$ cat src/rtl/ovi_store_drain.sv
// Store drain buffer: FIFOs VPU store beats and drains them to a memory write port
// at sequential 64-byte addresses. Optional macro OVI_STORE_OVERFLOW_CHK_EN adds err_overflow_o.
module ovi_store_drain #(
  parameter int DEPTH  = 4,
  parameter int DATA_W = 512,
  parameter int ADDR_W = 40,
  parameter int SB_W   = 5
) (
  input  logic              clk_i,
  input  logic              rsn_i,
  input  logic              op_start_i,
  input  logic [SB_W-1:0]   op_sb_id_i,
  input  logic [ADDR_W-1:0] op_base_i,
  input  logic [7:0]        op_beats_i,
  input  logic              store_valid_i,
  input  logic [DATA_W-1:0] store_data_i,
  output logic              store_credit_o,
  output logic              mem_valid_o,
  output logic [ADDR_W-1:0] mem_addr_o,
  output logic [DATA_W-1:0] mem_data_o,
  input  logic              mem_ready_i,
  output logic              sync_end_o,
  output logic [SB_W-1:0]   sync_end_sb_id_o,
`ifdef OVI_STORE_OVERFLOW_CHK_EN
  output logic              err_overflow_o,
`endif
  output logic              busy_o
);

  localparam int PTR_W = $clog2(DEPTH);
  localparam int CNT_W = PTR_W + 1;

  typedef enum logic [1:0] {
    S_IDLE   = 2'd0,
    S_ACTIVE = 2'd1,
    S_DONE   = 2'd2
  } state_e;

  state_e             state_q, state_d;
  logic [ADDR_W-1:0]  addr_q, addr_d;
  logic [7:0]         rem_q, rem_d;
  logic [SB_W-1:0]    sb_q, sb_d;
  logic [PTR_W-1:0]   wr_ptr_q, rd_ptr_q;
  logic [CNT_W-1:0]   count_q, count_d;
  logic               credit_q;
  logic [DATA_W-1:0]  fifo_q [DEPTH];

  logic empty_s, full_s, push_s, pop_s, active_s;

  assign active_s = (state_q == S_ACTIVE);
  assign empty_s  = (count_q == CNT_W'(0));
  assign full_s   = (count_q == CNT_W'(DEPTH));
  assign pop_s    = active_s && !empty_s && mem_ready_i;
  // A full FIFO still accepts a beat when the head leaves in the same cycle.
  assign push_s   = store_valid_i && (!full_s || pop_s);

  // FIFO occupancy next-state
  always_comb begin
    count_d = count_q;
    case ({push_s, pop_s})
      2'b10:   count_d = count_q + CNT_W'(1);
      2'b01:   count_d = count_q - CNT_W'(1);
      default: count_d = count_q;
    endcase
  end

  // FIFO pointers, occupancy and credit return
  always_ff @(posedge clk_i or negedge rsn_i) begin
    if (!rsn_i) begin
      wr_ptr_q <= '0;
      rd_ptr_q <= '0;
      count_q  <= '0;
      credit_q <= 1'b0;
    end else begin
      if (push_s) wr_ptr_q <= wr_ptr_q + PTR_W'(1);
      if (pop_s)  rd_ptr_q <= rd_ptr_q + PTR_W'(1);
      count_q  <= count_d;
      credit_q <= pop_s;
    end
  end

  // FIFO storage; contents are only observed through the gated head
  always_ff @(posedge clk_i) begin
    if (push_s) fifo_q[wr_ptr_q] <= store_data_i;
  end

  // Memop FSM next-state and address/remaining bookkeeping
  always_comb begin
    state_d = state_q;
    addr_d  = addr_q;
    rem_d   = rem_q;
    sb_d    = sb_q;
    case (state_q)
      S_IDLE: begin
        if (op_start_i) begin
          sb_d    = op_sb_id_i;
          addr_d  = op_base_i;
          rem_d   = op_beats_i;
          state_d = (op_beats_i == 8'd0) ? S_DONE : S_ACTIVE;
        end else begin
          state_d = S_IDLE;
        end
      end
      S_ACTIVE: begin
        if (pop_s) begin
          addr_d  = addr_q + ADDR_W'(64);
          rem_d   = rem_q - 8'd1;
          state_d = (rem_q == 8'd1) ? S_DONE : S_ACTIVE;
        end else begin
          state_d = S_ACTIVE;
        end
      end
      S_DONE:  state_d = S_IDLE;
      default: state_d = S_IDLE;
    endcase
  end

  // FSM state register
  always_ff @(posedge clk_i or negedge rsn_i) begin
    if (!rsn_i) begin
      state_q <= S_IDLE;
      addr_q  <= '0;
      rem_q   <= 8'd0;
      sb_q    <= '0;
    end else begin
      state_q <= state_d;
      addr_q  <= addr_d;
      rem_q   <= rem_d;
      sb_q    <= sb_d;
    end
  end

`ifdef OVI_STORE_OVERFLOW_CHK_EN
  logic err_q;

  // Sticky overflow flag on a dropped beat
  always_ff @(posedge clk_i or negedge rsn_i) begin
    if (!rsn_i) begin
      err_q <= 1'b0;
    end else if (store_valid_i && full_s && !pop_s) begin
      err_q <= 1'b1;
    end else begin
      err_q <= err_q;
    end
  end

  assign err_overflow_o = err_q;
`endif

  // Outputs are decoded purely from registers so they hold while the request stalls.
  assign mem_valid_o      = active_s && !empty_s;
  assign mem_addr_o       = addr_q;
  assign mem_data_o       = mem_valid_o ? fifo_q[rd_ptr_q] : '0;
  assign store_credit_o   = credit_q;
  assign sync_end_o       = (state_q == S_DONE);
  assign sync_end_sb_id_o = (state_q == S_DONE) ? sb_q : '0;
  assign busy_o           = (state_q != S_IDLE);

endmodule

$ cat config.mk
export PLATFORM = sky130hd
export DESIGN_NAME = ovi_store_drain
export DESIGN_NICKNAME = d
export VERILOG_FILES = /design/src/rtl/ovi_store_drain.sv
export SDC_FILE = /design/constraint.sdc
export NUM_CORES = 2
export LEC_CHECK = 0
export CAP_MARGIN = 15
export CELL_PAD_IN_SITES_DETAIL_PLACEMENT = 1
export CELL_PAD_IN_SITES_GLOBAL_PLACEMENT = 1
export CORE_AREA = 2 2 444 446
export CTS_CLUSTER_DIAMETER = 200
export DETAILED_ROUTE_END_ITERATION = 7
export DIE_AREA = 0 0 446 448
export PLACE_DENSITY_LB_ADDON = 0.1
export SLEW_MARGIN = 20
export SYNTH_ARGS = -nofsm -noshare
export SYNTH_HDL_FRONTEND = slang
export SYNTH_SLANG_ARGS = --single-unit
$ cat constraint.sdc
create_clock -name clk_i -period 19.3 [get_ports clk_i]
set_input_delay 5.79 -clock clk_i [delete_from_list [all_inputs] [get_ports clk_i]]
set_output_delay 5.79 -clock clk_i [all_outputs]
set_load 0.03 [all_outputs]
# [Word-level counts from Yosys, hierarchy flattened]
# Memory sizes are Yosys's and may differ from the RTL's.
# Cells that the tools add are included.
[op_classes] n_addsub=6 n_eq_ne=8 muxes=16 reduce_logical=14
[ops] cell="2-to-1 mux 512 bit" n=1
[ops] cell="2-to-1 mux 40 bit" n=2
[ops] cell="one-hot mux 40 bit (2 select lines)" n=1
[ops] cell="adder 40 x 7 -> 40 bit (second input constant)" n=1
[ops] cell="2-to-1 mux 8 bit" n=2
[ops] cell="one-hot mux 8 bit (2 select lines)" n=1
[ops] cell="equality test 8 x 1 -> 1 bit (second input constant)" n=1
[ops] cell="zero test 8 bit" n=1
[ops] cell="2-to-1 mux 2 bit" n=4
[ops] cell="subtractor 8 x 1 -> 8 bit (second input constant)" n=1
[ops] cell="one-hot mux 3 bit (2 select lines)" n=1
[ops] cell="nonzero test 2 bit" n=3
[ops] cell="2-to-1 mux 5 bit" n=1
[ops] cell="adder 2 x 1 -> 2 bit (second input constant)" n=2
[ops] cell="equality test 2 x 1 -> 1 bit (second input constant)" n=2
[ops] cell="equality test 2 bit (second input constant)" n=2
[ops] cell="inequality test 2 bit (second input constant)" n=2
[ops] cell="one-hot mux 2 bit (2 select lines)" n=1
[ops] cell="adder 3 x 1 -> 3 bit (second input constant)" n=1
[ops] cell="equality test 3 bit (second input constant)" n=1
[ops] cell="logical AND 1 bit" n=3
[ops] cell="zero test 3 bit" n=1
[ops] cell="AND reduction 3 bit" n=1
[ops] cell="subtractor 3 x 1 -> 3 bit (second input constant)" n=1
[ops] cell="5 further kinds" n=7
[totals] ff_bits=63 mem_bits_rw=2048 inputBits=570 out_inout_bits=561 wordCells=53 memories=1
[memory_table] name="fifo_q" depth=4 width=512 rd=1 rd_clocked_by_memory_dff=0 wr=1 line="46" text="logic [DATA_W-1:0] fifo_q [DEPTH];"

# [Depth between registers and ports, before layout]
[depth] word_depth=8 ltp_mapped=8 depth_no_buf=8

# [Worst setup path after synthesis]
# OpenSTA, ideal clock, no wires.
[synth_timing] path_kind="input -> register" startpoint="input port mem_ready_i" endpoint="memory fifo_q[2][0], enable pin" setup_ns=0.943 t_arrival_ns=18.149 t_required_ns=18.357 setup_slack_ns=0.208 stages=4 n_path_buf=0 path_cell_list="and3b_1 -> nand2_2 -> a31oi_1 -> and2_1"
[synth_between] elab_chain_len=5
[synth_rtl] item="start: declaration" line="21" text="input logic mem_ready_i,"
[synth_rtl] item="logical AND 1 bit" line="53" text="assign pop_s = active_s && !empty_s && mem_ready_i;"
[synth_rtl] item="logical OR 1 bit" line="55" text="assign push_s = store_valid_i && (!full_s || pop_s);"
[synth_rtl] item="logical AND 1 bit" line="55"
[synth_rtl] item="2-to-1 mux 1 bit" line="84" text="if (push_s) fifo_q[wr_ptr_q] <= store_data_i;"
[synth_rtl] item="2-to-1 mux 1 bit (implied by the code)" line="84"
[synth_rtl] item="end: declaration" line="46"
# Every way passes these cells.

# [Final worst setup path]
[layout_timing] startpoint="register rd_ptr_q[1]" endpoint="output port mem_data_o[219]"
[layout_between] elab_chain_len=2
[layout_rtl] item="start: declaration" line="43" text="logic [PTR_W-1:0] wr_ptr_q, rd_ptr_q;"
[layout_rtl] item="start signal: assignment" line="76" text="if (pop_s) rd_ptr_q <= rd_ptr_q + PTR_W'(1);"
[layout_rtl] item="memory (4 x 512 bit)"
[layout_rtl] item="2-to-1 mux 512 bit" line="153" text="assign mem_data_o = mem_valid_o ? fifo_q[rd_ptr_q] : '0;"
[layout_rtl] item="end: declaration" line="20" text="output logic [DATA_W-1:0] mem_data_o,"
# Every way passes these cells.

==> results.toml <==
[clock_network]
htree_levels = 4
cts_resized = 0
cts_buffers = 222
ctsLongestPathBuffers = 3
clk_latency_ns = 0.84
post_cts_buffers = 0
cts_hold_buf = 0
clock_sinks = 2111
cts-root-buf = "clkbuf_16"
clk_pin_slew_ns = 0.06
cts_tree = "yes"

[die]
ios = 1131
die_area_um2 = 200000
core_area_um2 = 195000
rows = 162
die_y_um = 448
start_util_pct = 41.6
die_w_um = 446

[timing]
max_slew_margin_pct = 25.4
max_slew.worst_pin.slew_ns = 1.12
final.setup.tns_ns = 0
max_freq_mhz = 86.8
drv_slew = 0
fin_crit_sh_pct = 59.7
hold_viol = 0
skew_ns = 0.0242
period_minus_slack_ns = 11.52
rsz0062_at_grt = "no"
finalSetupViolations = 0

[logic_synthesis]
synth_seq_area_share_pct = 77.9
ys_types = 64
syn_inst = 3741
synth_warnings = 0
avgSynthCellArea_um2 = 21.6
ys.flop_type = "edfxtp_1"
synth_fp_nets = 4319
synth-edff-count = 2048
async_flop_share_pct = 2.98
synth.cell_area_um2 = 80900
synth_seq_cells = 2111

[grt]
grt_pass1_vias = 44900
grt_max_degree = 213
grt_overflow = 0
grt_pass1_wl_mm = 333
track_usage_pct = 23.2
antenna_found_initial = 126

[worst_setup_path]
cp-start-kind = "flip-flop"
rr_endpoint = "fifo_q[0][211]"
r2r_cells = 7
reg2reg_from = "count_q[2]"
critPathCaptureType = "primary output"
worstSetupPathType = "reg2out"
arrival_ns = 5.73
rrSetupSlack_ns = 13.85
crit_path_max_fanout = 148
cp_data_required_time_ns = 13.51

[power]
p_total_mw = 19.4
power.switching_mw = 7.44
p_sw_share_pct = 38.3
cellPowerDensity_nw_per_um2 = 190
power_frac_comb_pct = 46.2
p_seq_share_pct = 32.6
irDropWorstVdd_mv = 0.155
power.leakage_nw = 34.0
p_int_mw = 12.0
clock_power_share_pct = 21.1

[drt]
post_drt_wl_per_cell_um = 30.5
wl_met1_mm = 89.8
top_layer = "met5"
wirelength_mm = 234
drtAntennaViolNets = 0
first_pass_iters = 5
drt_iter0_drc = 2925
vias_per_cell = 5.54
met2WireLength_mm = 116
drc = 0
num_vias = 42600
route.met3.wl_mm = 16.5

[finish]
final_cell_mix = "edfxtp_1 (2,048), clkdlybuf4s50_1 (1,129), and3_1 (524)"
nNetsFinal = 5477
drive_gt1_share_pct = 17.6
final_common_cell = "edfxtp_1"
area_growth_pct = 26.1

[placed_design]
routabilityCongestion = 0.807
port_buffers = 1130
hpwl_mm = 147

[status]
status = "finished clean"

[worst_hold_path]
hold_end = "sb_q[0]"
holdCritPathClass = "reg2reg"
holdCritStartpoint = "sb_q[0]"
holdPathStages = 2

[job]
drv_cap = 0
==> kinds of logic after synthesis <==
logic type	share of synthesized area, %
simple gates	5.21
mux	14.3
buf+inv	1.37
fa+ha+maj	0.133
flops	77.9
compound gates	1.05
xor+xnor	0.0325
==> final cells by class <==
cell class                 instances  area [µm²]
antenna                           43         108
sequential                      2111       63100
tap                             2542        3180
clock buffer                     290        5970
fill                           17300       92500
multi-input combinational       1364       16800
inverter                          10        37.5
clock inverter                   126        1020
timing repair buffer            1190       11900
==> worst max-delay path: stages (launching register included) <==
cell and delay [ns]:
dfrtp_4 0.99, buf_12 0.72, buf_4 0.91, buf_4 0.72
mux4_2 0.35, and3_1 0.22, clkdlybuf4s50_1 0.70
==> power groups by stage <==
stage | registers (mW) | clock network (mW) | logic (mW)
finish | 6.33 | 4.10 | 8.97
global route | 6.42 | 4.36 | 9.40
CTS | 6.34 | 4.21 | 9.13
detailed placement | 6.43 | 0 | 9.10
global placement | 6.39 | 0 | 9.11
floorplan | 6.89 | 0 | 5.19
==> per-layer routing <==
layer	vias up	GRT usage [%]
met5	-	0
met4	74	9.98
met1	22600	28.8
li1	18000	-
met2	1349	38.2
met3	528	6.59
==> Yosys cell counts, types with 11 or more instances <==
library cell / instances / area, µm²
buf_2: 74 / 370
dfrtp_1: 63 / 1580
nand3_1: 20 / 100
nor2_1: 38 / 143
buf_1: 38 / 143
and3_1: 524 / 3280
clkbuf_1: 140 / 526
and2_1: 12 / 75.1
nand2_1: 66 / 248
a21oi_1: 41 / 205
mux4_2: 512 / 11500
o21ai_0: 30 / 150
edfxtp_1: 2048 / 61500
nor3_1: 11 / 55.1
==> through the flow <==
stage | hold slack [ns] | setup slack (ns) | std cells | util, % | area [µm²]
2_1_floorplan | 0.437 | 0.208 | 3741 | - | 80900
3_3_place_gp | 0.451 | 8.19 | 7215 | 48.8 | 95000
3_5_place_dp | 0.455 | 8.16 | 7215 | 48.8 | 95000
4_1_cts | 0.469 | 7.45 | 7631 | 52.4 | 102000
5_1_grt | 0.498 | 7.27 | 7662 | 52.5 | 102000
6_report | 0.468 | 7.78 | 7676 | 52.5 | 102000
==> registers in the layout (all words and copies together) (netlist names) <==
name            count
mem_addr_o         40
fifo_q           2048
store_credit_o      1
sb_q                5
rd_ptr_q            2
wr_ptr_q            2
rem_q               8
count_q             3
state_q             2
==> worst max path at each step <==
| stage | start | endpoint |
|---|---|---|
| detailed placement | mem_ready_i | fifo_q[0][205] |
| global placement | mem_ready_i | fifo_q[0][207] |
| global route | rd_ptr_q[0] | mem_data_o[58] |
| floorplan | mem_ready_i | fifo_q[2][0] |
| finish | rd_ptr_q[1] | mem_data_o[219] |
| CTS | rd_ptr_q[0] | mem_data_o[58] |
No activity file was read; power rests on OpenSTA's default activity.
